===== config.mk =====
export PLATFORM = sky130hd
export DESIGN_NAME = phase_seq_arbiter
export DESIGN_NICKNAME = d
export VERILOG_FILES = /design/src/rtl/phase_seq_pkg.sv /design/src/rtl/rr_pick.sv /design/src/rtl/phase_seq_arbiter.sv
export SDC_FILE = /design/constraint.sdc
export NUM_CORES = 1
export LEC_CHECK = 0
export ABC_AREA = 1
export BUFFER_PORTS_ARGS = -buffer_cell sky130_fd_sc_hd__buf_2
export CORE_ASPECT_RATIO = 1.4
export CORE_UTILIZATION = 30
export CTS_BUF_LIST = sky130_fd_sc_hd__clkbuf_2 sky130_fd_sc_hd__clkbuf_4 sky130_fd_sc_hd__clkbuf_8
export CTS_CLUSTER_DIAMETER = 100
export CTS_CLUSTER_SIZE = 16
export DETAILED_ROUTE_END_ITERATION = 6
export MAX_ROUTING_LAYER = met4
export PLACE_DENSITY = 0.59
export SYNTH_ARGS = -nofsm -noshare
export SYNTH_HDL_FRONTEND = slang
export SYNTH_SLANG_ARGS = --single-unit

===== constraint.sdc =====
create_clock -name clk -period 2.7 [get_ports clk]
set_input_delay 0.54 -clock clk [delete_from_list [all_inputs] [get_ports clk]]
set_output_delay 0.54 -clock clk [all_outputs]
set_load 0.1 [all_outputs]

===== src/rtl/phase_seq_pkg.sv =====
// Shared definitions for the phase sequencer arbiter.
//   phase_e : phase encoding driven on the phase output (11 is never used)
package phase_seq_pkg;

   typedef enum logic [1:0] {
      PH_IDLE = 2'b00,
      PH_S1   = 2'b01,
      PH_S2   = 2'b10
   } phase_e;

endpackage


===== src/rtl/rr_pick.sv =====
// Combinational round-robin picker.
//   req     : request vector
//   last_id : index of the most recent winner; search starts just above it
//   winner  : first set request at last_id+1, last_id+2, ... (mod NREQ)
//   valid   : at least one request is set
module rr_pick #(
   parameter int NREQ = 4,
   parameter int IDW  = 2
) (
   input  logic [NREQ-1:0] req,
   input  logic [IDW-1:0]  last_id,
   output logic [IDW-1:0]  winner,
   output logic            valid
);

   logic           hi_found;
   logic           lo_found;
   logic [IDW-1:0] hi_idx;
   logic [IDW-1:0] lo_idx;

   // Lowest set index above last_id wins; otherwise wrap to the lowest set index.
   always_comb begin
      hi_found = 1'b0;
      lo_found = 1'b0;
      hi_idx   = '0;
      lo_idx   = '0;
      for (int unsigned i = 0; i < NREQ; i++) begin
         if (req[i] && !lo_found) begin
            lo_found = 1'b1;
            lo_idx   = IDW'(i);
         end
         if (req[i] && (IDW'(i) > last_id) && !hi_found) begin
            hi_found = 1'b1;
            hi_idx   = IDW'(i);
         end
      end
      valid  = lo_found;
      winner = hi_found ? hi_idx : lo_idx;
   end

endmodule


===== src/rtl/phase_seq_arbiter.sv =====
// Shares one timed two-phase sequencer (IDLE -> S1 -> S2 -> IDLE) among
// NREQ requesters with round-robin arbitration.
//   clk, rst_n      : clock, asynchronous active-low reset
//   req             : level requests, held until done/abort
//   cfg_p1_len/p2   : phase lengths in cycles, sampled at grant (0 acts as 1)
//   gnt, gnt_id     : registered one-hot grant and its index
//   phase, busy     : current phase and phase != IDLE
//   done            : one-cycle pulse to the granted requester on completion
//   abort           : one-cycle pulse when the granted requester drops req
module phase_seq_arbiter
   import phase_seq_pkg::*;
#(
   parameter int NREQ = 4,
   parameter int IDW  = 2,
   parameter int CW   = 4
) (
   input  logic            clk,
   input  logic            rst_n,
   input  logic [NREQ-1:0] req,
   input  logic [CW-1:0]   cfg_p1_len,
   input  logic [CW-1:0]   cfg_p2_len,
   output logic [NREQ-1:0] gnt,
   output logic [IDW-1:0]  gnt_id,
   output logic [1:0]      phase,
   output logic            busy,
   output logic [NREQ-1:0] done,
   output logic            abort
);

   phase_e          phase_q, phase_d;
   logic [NREQ-1:0] gnt_q, gnt_d;
   logic [IDW-1:0]  gnt_id_q, gnt_id_d;
   logic [IDW-1:0]  last_id_q, last_id_d;
   logic [CW-1:0]   cnt_q, cnt_d;
   logic [CW-1:0]   p1_q, p1_d;
   logic [CW-1:0]   p2_q, p2_d;
   logic [NREQ-1:0] done_q, done_d;
   logic            abort_q, abort_d;

   logic [IDW-1:0]  win_id;
   logic            win_valid;

   rr_pick #(
      .NREQ (NREQ),
      .IDW  (IDW)
   ) u_rr_pick (
      .req     (req),
      .last_id (last_id_q),
      .winner  (win_id),
      .valid   (win_valid)
   );

   always_ff @(posedge clk or negedge rst_n) begin
      if (!rst_n) begin
         phase_q   <= PH_IDLE;
         gnt_q     <= '0;
         gnt_id_q  <= '0;
         last_id_q <= IDW'(NREQ - 1);
         cnt_q     <= '0;
         p1_q      <= CW'(1);
         p2_q      <= CW'(1);
         done_q    <= '0;
         abort_q   <= 1'b0;
      end else begin
         phase_q   <= phase_d;
         gnt_q     <= gnt_d;
         gnt_id_q  <= gnt_id_d;
         last_id_q <= last_id_d;
         cnt_q     <= cnt_d;
         p1_q      <= p1_d;
         p2_q      <= p2_d;
         done_q    <= done_d;
         abort_q   <= abort_d;
      end
   end

   always_comb begin
      phase_d   = phase_q;
      gnt_d     = gnt_q;
      gnt_id_d  = gnt_id_q;
      last_id_d = last_id_q;
      cnt_d     = cnt_q;
      p1_d      = p1_q;
      p2_d      = p2_q;
      done_d    = '0;
      abort_d   = 1'b0;

      case (phase_q)
         PH_IDLE: begin
            if (win_valid) begin
               phase_d   = PH_S1;
               gnt_d     = NREQ'(1) << win_id;
               gnt_id_d  = win_id;
               last_id_d = win_id;
               cnt_d     = '0;
               p1_d      = (cfg_p1_len == '0) ? CW'(1) : cfg_p1_len;
               p2_d      = (cfg_p2_len == '0) ? CW'(1) : cfg_p2_len;
            end
         end
         PH_S1, PH_S2: begin
            // gnt_q is one-hot on gnt_id, so masking req tests req[gnt_id].
            if ((req & gnt_q) == '0) begin
               phase_d = PH_IDLE;
               gnt_d   = '0;
               cnt_d   = '0;
               abort_d = 1'b1;
            end else if (phase_q == PH_S1) begin
               if (cnt_q == p1_q - CW'(1)) begin
                  phase_d = PH_S2;
                  cnt_d   = '0;
               end else begin
                  cnt_d = cnt_q + CW'(1);
               end
            end else begin
               if (cnt_q == p2_q - CW'(1)) begin
                  phase_d = PH_IDLE;
                  gnt_d   = '0;
                  cnt_d   = '0;
                  done_d  = gnt_q;
               end else begin
                  cnt_d = cnt_q + CW'(1);
               end
            end
         end
         default: begin
            phase_d = PH_IDLE;
            gnt_d   = '0;
            cnt_d   = '0;
         end
      endcase
   end

   assign phase  = phase_q;
   assign busy   = (phase_q != PH_IDLE);
   assign gnt    = gnt_q;
   assign gnt_id = gnt_id_q;
   assign done   = done_q;
   assign abort  = abort_q;

endmodule


==> impl_results.rst <==
.. list-table::
   :header-rows: 1

   * - Metric
     - Value
   * - Result of the run
     - completed
   * - First-pass GRT wire length
     - 5.98 mm
   * - Per-cell routed wire length
     - 10.4 um
   * - Post-synthesis async set-or-reset flop share
     - 100%
   * - Mean cell area of the mapped netlist
     - 7.33 um2
   * - # Post-CTS Setup Buffers
     - 0
   * - Layout net count
     - 267
   * - Synth Register Bits
     - 27
   * - Resize count post-CTS
     - 0
   * - MaxCap Viol Count
     - 0
   * - Ant. Diodes
     - 0
   * - Total of fill cells in the finished design
     - 578
   * - Largest net degree at the start of global routing
     - 28
   * - Launching element type of the critical path
     - flip-flop
   * - Top cell types by occurrence after synthesis
     - 81 x sky130_fd_sc_hd__nand2_1, 34 x sky130_fd_sc_hd__inv_1, 23 x sky130_fd_sc_hd__dfrtp_1
   * - HPWL after DPL
     - 2.52 mm
   * - Number of vias per cell
     - 4.42
   * - Setup WS pre-CTS
     - 0.874 ns
   * - Highest clock rate
     - 471 MHz
   * - Die H
     - 88.1 um
   * - Via count of the first global-routing pass
     - 1387
   * - Proportion of synthesized chip area in sequential cells
     - 42.8%
   * - Final setup violating endpoints
     - 0
   * - Fin Setup TNS
     - 0 ns
   * - Cell types with the largest area share after synthesis
     - sky130_fd_sc_hd__dfrtp_1 36%, sky130_fd_sc_hd__nand2_1 19%, sky130_fd_sc_hd__inv_1 8.0%, sky130_fd_sc_hd__dfstp_2 6.6%, sky130_fd_sc_hd__ha_1 4.7%
   * - Setup Crit Path Kind
     - reg2out
   * - Final worst path period need
     - 2.12 ns
   * - Area used by sequential logic in the layout
     - 681 um2
   * - Kind of end point of the critical path
     - output port
   * - Core Area
     - 0.00512 mm2
   * - Global-route usage over all layers
     - 13.8%
   * - Buffers added on ports
     - 27
   * - Count leader, synth
     - sky130_fd_sc_hd__nand2_1
   * - Number of warnings reported in the yosys synthesis log
     - 0
   * - Area occupied by multi-input gates
     - 772 um2
   * - Worst supply voltage drop on vdd
     - 0.663 mV
   * - Library cells used by synthesis
     - 22
   * - Critical path data required time
     - 2.16 ns
   * - Worst Max-Slew Pin Slew
     - 0.599 ns
   * - Final antenna-violating net count
     - 0
   * - Die area
     - 0.00560 mm2
   * - Number of top-level pins
     - 28
   * - Antenna violations before repair
     - 0
   * - Library cell occupying the most area in the post-synthesis netlist
     - sky130_fd_sc_hd__dfrtp_1
   * - Number of H-tree branching levels
     - 1
   * - Root cell of the clock tree
     - sky130_fd_sc_hd__clkbuf_8
   * - Clock network latency to the later pin of the worst-skew pair
     - 0.27 ns
   * - Share of the synthesized area in the top cell type
     - 36.2%
   * - Detailed Route WL
     - 3.24 mm
   * - Via Count
     - 1380
   * - Cell mode on critical path
     - sky130_fd_sc_hd__inv_1
   * - Longest individual stage delay on the worst path
     - 0.43 ns
   * - CTS Hold Bufs
     - 0
   * - Setup clock skew after layout
     - 0.00148 ns
   * - Power density over cell area
     - 1300 mW/mm2
   * - Std-Cell Rows
     - 31
   * - Total met2 wirelength after detailed routing
     - 1.60 mm
   * - Metal-1 WL
     - 1.48 mm
   * - Number of iterations in the first detailed-routing pass
     - 4
   * - Starting density of the core
     - 31.1%
   * - Post-synth net total
     - 237
   * - Mapped cell area
     - 0.00159 mm2
   * - Total CTS buffers
     - 3
   * - Area growth from synthesis to final layout
     - 16.1%
   * - Slew Viols, Final
     - 0
   * - Top layer in use
     - met4
   * - Number of DRC markers in iteration 0
     - 41
   * - Number of buffers on the longest clock path
     - 2
   * - Critical Path Slowest Stage Cell
     - sky130_fd_sc_hd__buf_2
   * - Dominant register cell in the synthesized netlist
     - sky130_fd_sc_hd__dfrtp_1
   * - Clock-pin slew of the registers on the worst-case setup and hold paths
     - 0.09 ns
   * - Clock tree from TritonCTS
     - yes
   * - Filler-free cell count of the finished design
     - 312
   * - Setup repair after global routing missed its margin
     - false
   * - Remaining design rule violation count
     - 0
   * - Horizontal extent of the die
     - 63.5 um
   * - Weighted congestion reported at the end of routability-driven placement
     - 0.749
   * - End-of-flow core utilization
     - 36.1%
   * - Met3 routed wirelength
     - 106 um
   * - Clock net sink count
     - 27
   * - Post-synth EDFFs
     - 0
   * - DP Cell Count
     - 308
   * - Worst Hold Margin
     - 0.262 ns
   * - Max_slew headroom
     - 60.1%
   * - Gate Count Post-Synth
     - 217
   * - Register-to-register setup slack
     - 0.90 ns
   * - Fraction of layout cells with a size suffix above 1
     - 17.9%
   * - Reported leakage power
     - 1.03 nW
   * - Kind of path behind the tightest hold check
     - in2async
   * - Signal arrival time at the worst endpoint
     - 1.58 ns
   * - Critical Path, Cell by Cell
     - inv_1, ha_1, inv_1, buf_2
   * - Leftover overflow at the end of global routing
     - 0
   * - Maximum fanout count along the critical path
     - 6
   * - Final worst-path setup slack
     - 0.579 ns
   * - Number of hold-slack violations in the final timing report
     - 0
   * - Final worst-path cycle share
     - 78.6%
==> cell type report <==
class	instances	share of cell area, %
Multi-Input combinational cell	154	41.8
Timing Repair Buffer	27	7.32
Tap cell	66	4.47
Inverter	34	6.91
Clock buffer	4	2.64
Sequential cell	27	36.9
==> metal layers <==
metal	GRT usage, %	up-vias
met5	-	-
met3	1.69	4
met1	16.7	627
met4	5.58	0
met2	23.3	24
li1	-	725
==> cells by family after synthesis <==
group	count (synthesis)	synth area share (%)
buffers and inverters	36	8.65
adders and majority gates	6	4.72
DFF	27	42.8
xor gates and xnor gates	6	3.30
AOI/OAI and AO/OA	17	6.37
and+or+nand+nor	125	34.1
==> critical path: cells and delay by family, from the launching register on <==
family | cells | cell delay (ns)
adder cells (fa/ha/maj) | 1 | 0.28
buffers and inverters | 3 | 0.60
flip-flops | 1 | 0.42
==> state kept, by name, summed over array words and instances, names as in the netlist <==
| register | count |
|---|---|
| abort | 1 |
| cnt_q | 4 |
| done | 4 |
| gnt | 4 |
| gnt_id | 2 |
| last_id_q | 2 |
| p1_q | 4 |
| p2_q | 4 |
| phase | 2 |
==> stage by stage <==
| step | power, W | instance area, um2 |
|---|---|---|
| finish | 0.00239 | 1850 |
| global route | 0.00262 | 1850 |
| CTS | 0.00243 | 1850 |
| detailed placement | 0.00218 | 1800 |
| global placement | 0.00217 | 1800 |
| floorplan | 0.00192 | 1590 |
==> placed cells by master (no fill, tap or decap), drive strengths merged <==
cell    netlist  final
nand4         3      3
nor2         21     21
dfstp         4      4
o21ai        14     14
a31oi         2      2
ha            6      6
clkbuf        0      4
xnor2         4      4
dfrtp        23     23
nand3        16     16
buf           2     27
inv          34     34
xor2          2      2
nand3b        1      1
nand2        84     84
o21a          1      1
==> path summary, 6_finish.rpt <==
check                               start         to  cells past startpoint
worst min-delay path                rst_n    p2_q[2]                      1
worst max register to register    p2_q[0]   cnt_q[1]                      9
worst max-delay path             phase[0]       busy                      4
min in group clk                gnt_id[0]  gnt_id[0]                      2
max in group asynchronous           rst_n   cnt_q[1]                      1
worst min register to register  gnt_id[0]  gnt_id[0]                      2
==> power by group <==
| part | total [W] | internal, W | leakage (nW) | switching (W) |
|---|---|---|---|---|
| Combinational | 0.00144 | 0.000376 | 0.665 | 0.00106 |
| Sequential | 0.000714 | 0.000574 | 0.341 | 0.000139 |
| Clock | 0.000241 | 0.000116 | 0.0262 | 0.000125 |
| Total | 0.00239 | 0.00107 | 1.03 | 0.00133 |
No activity file was read; power rests on OpenSTA's default activity.
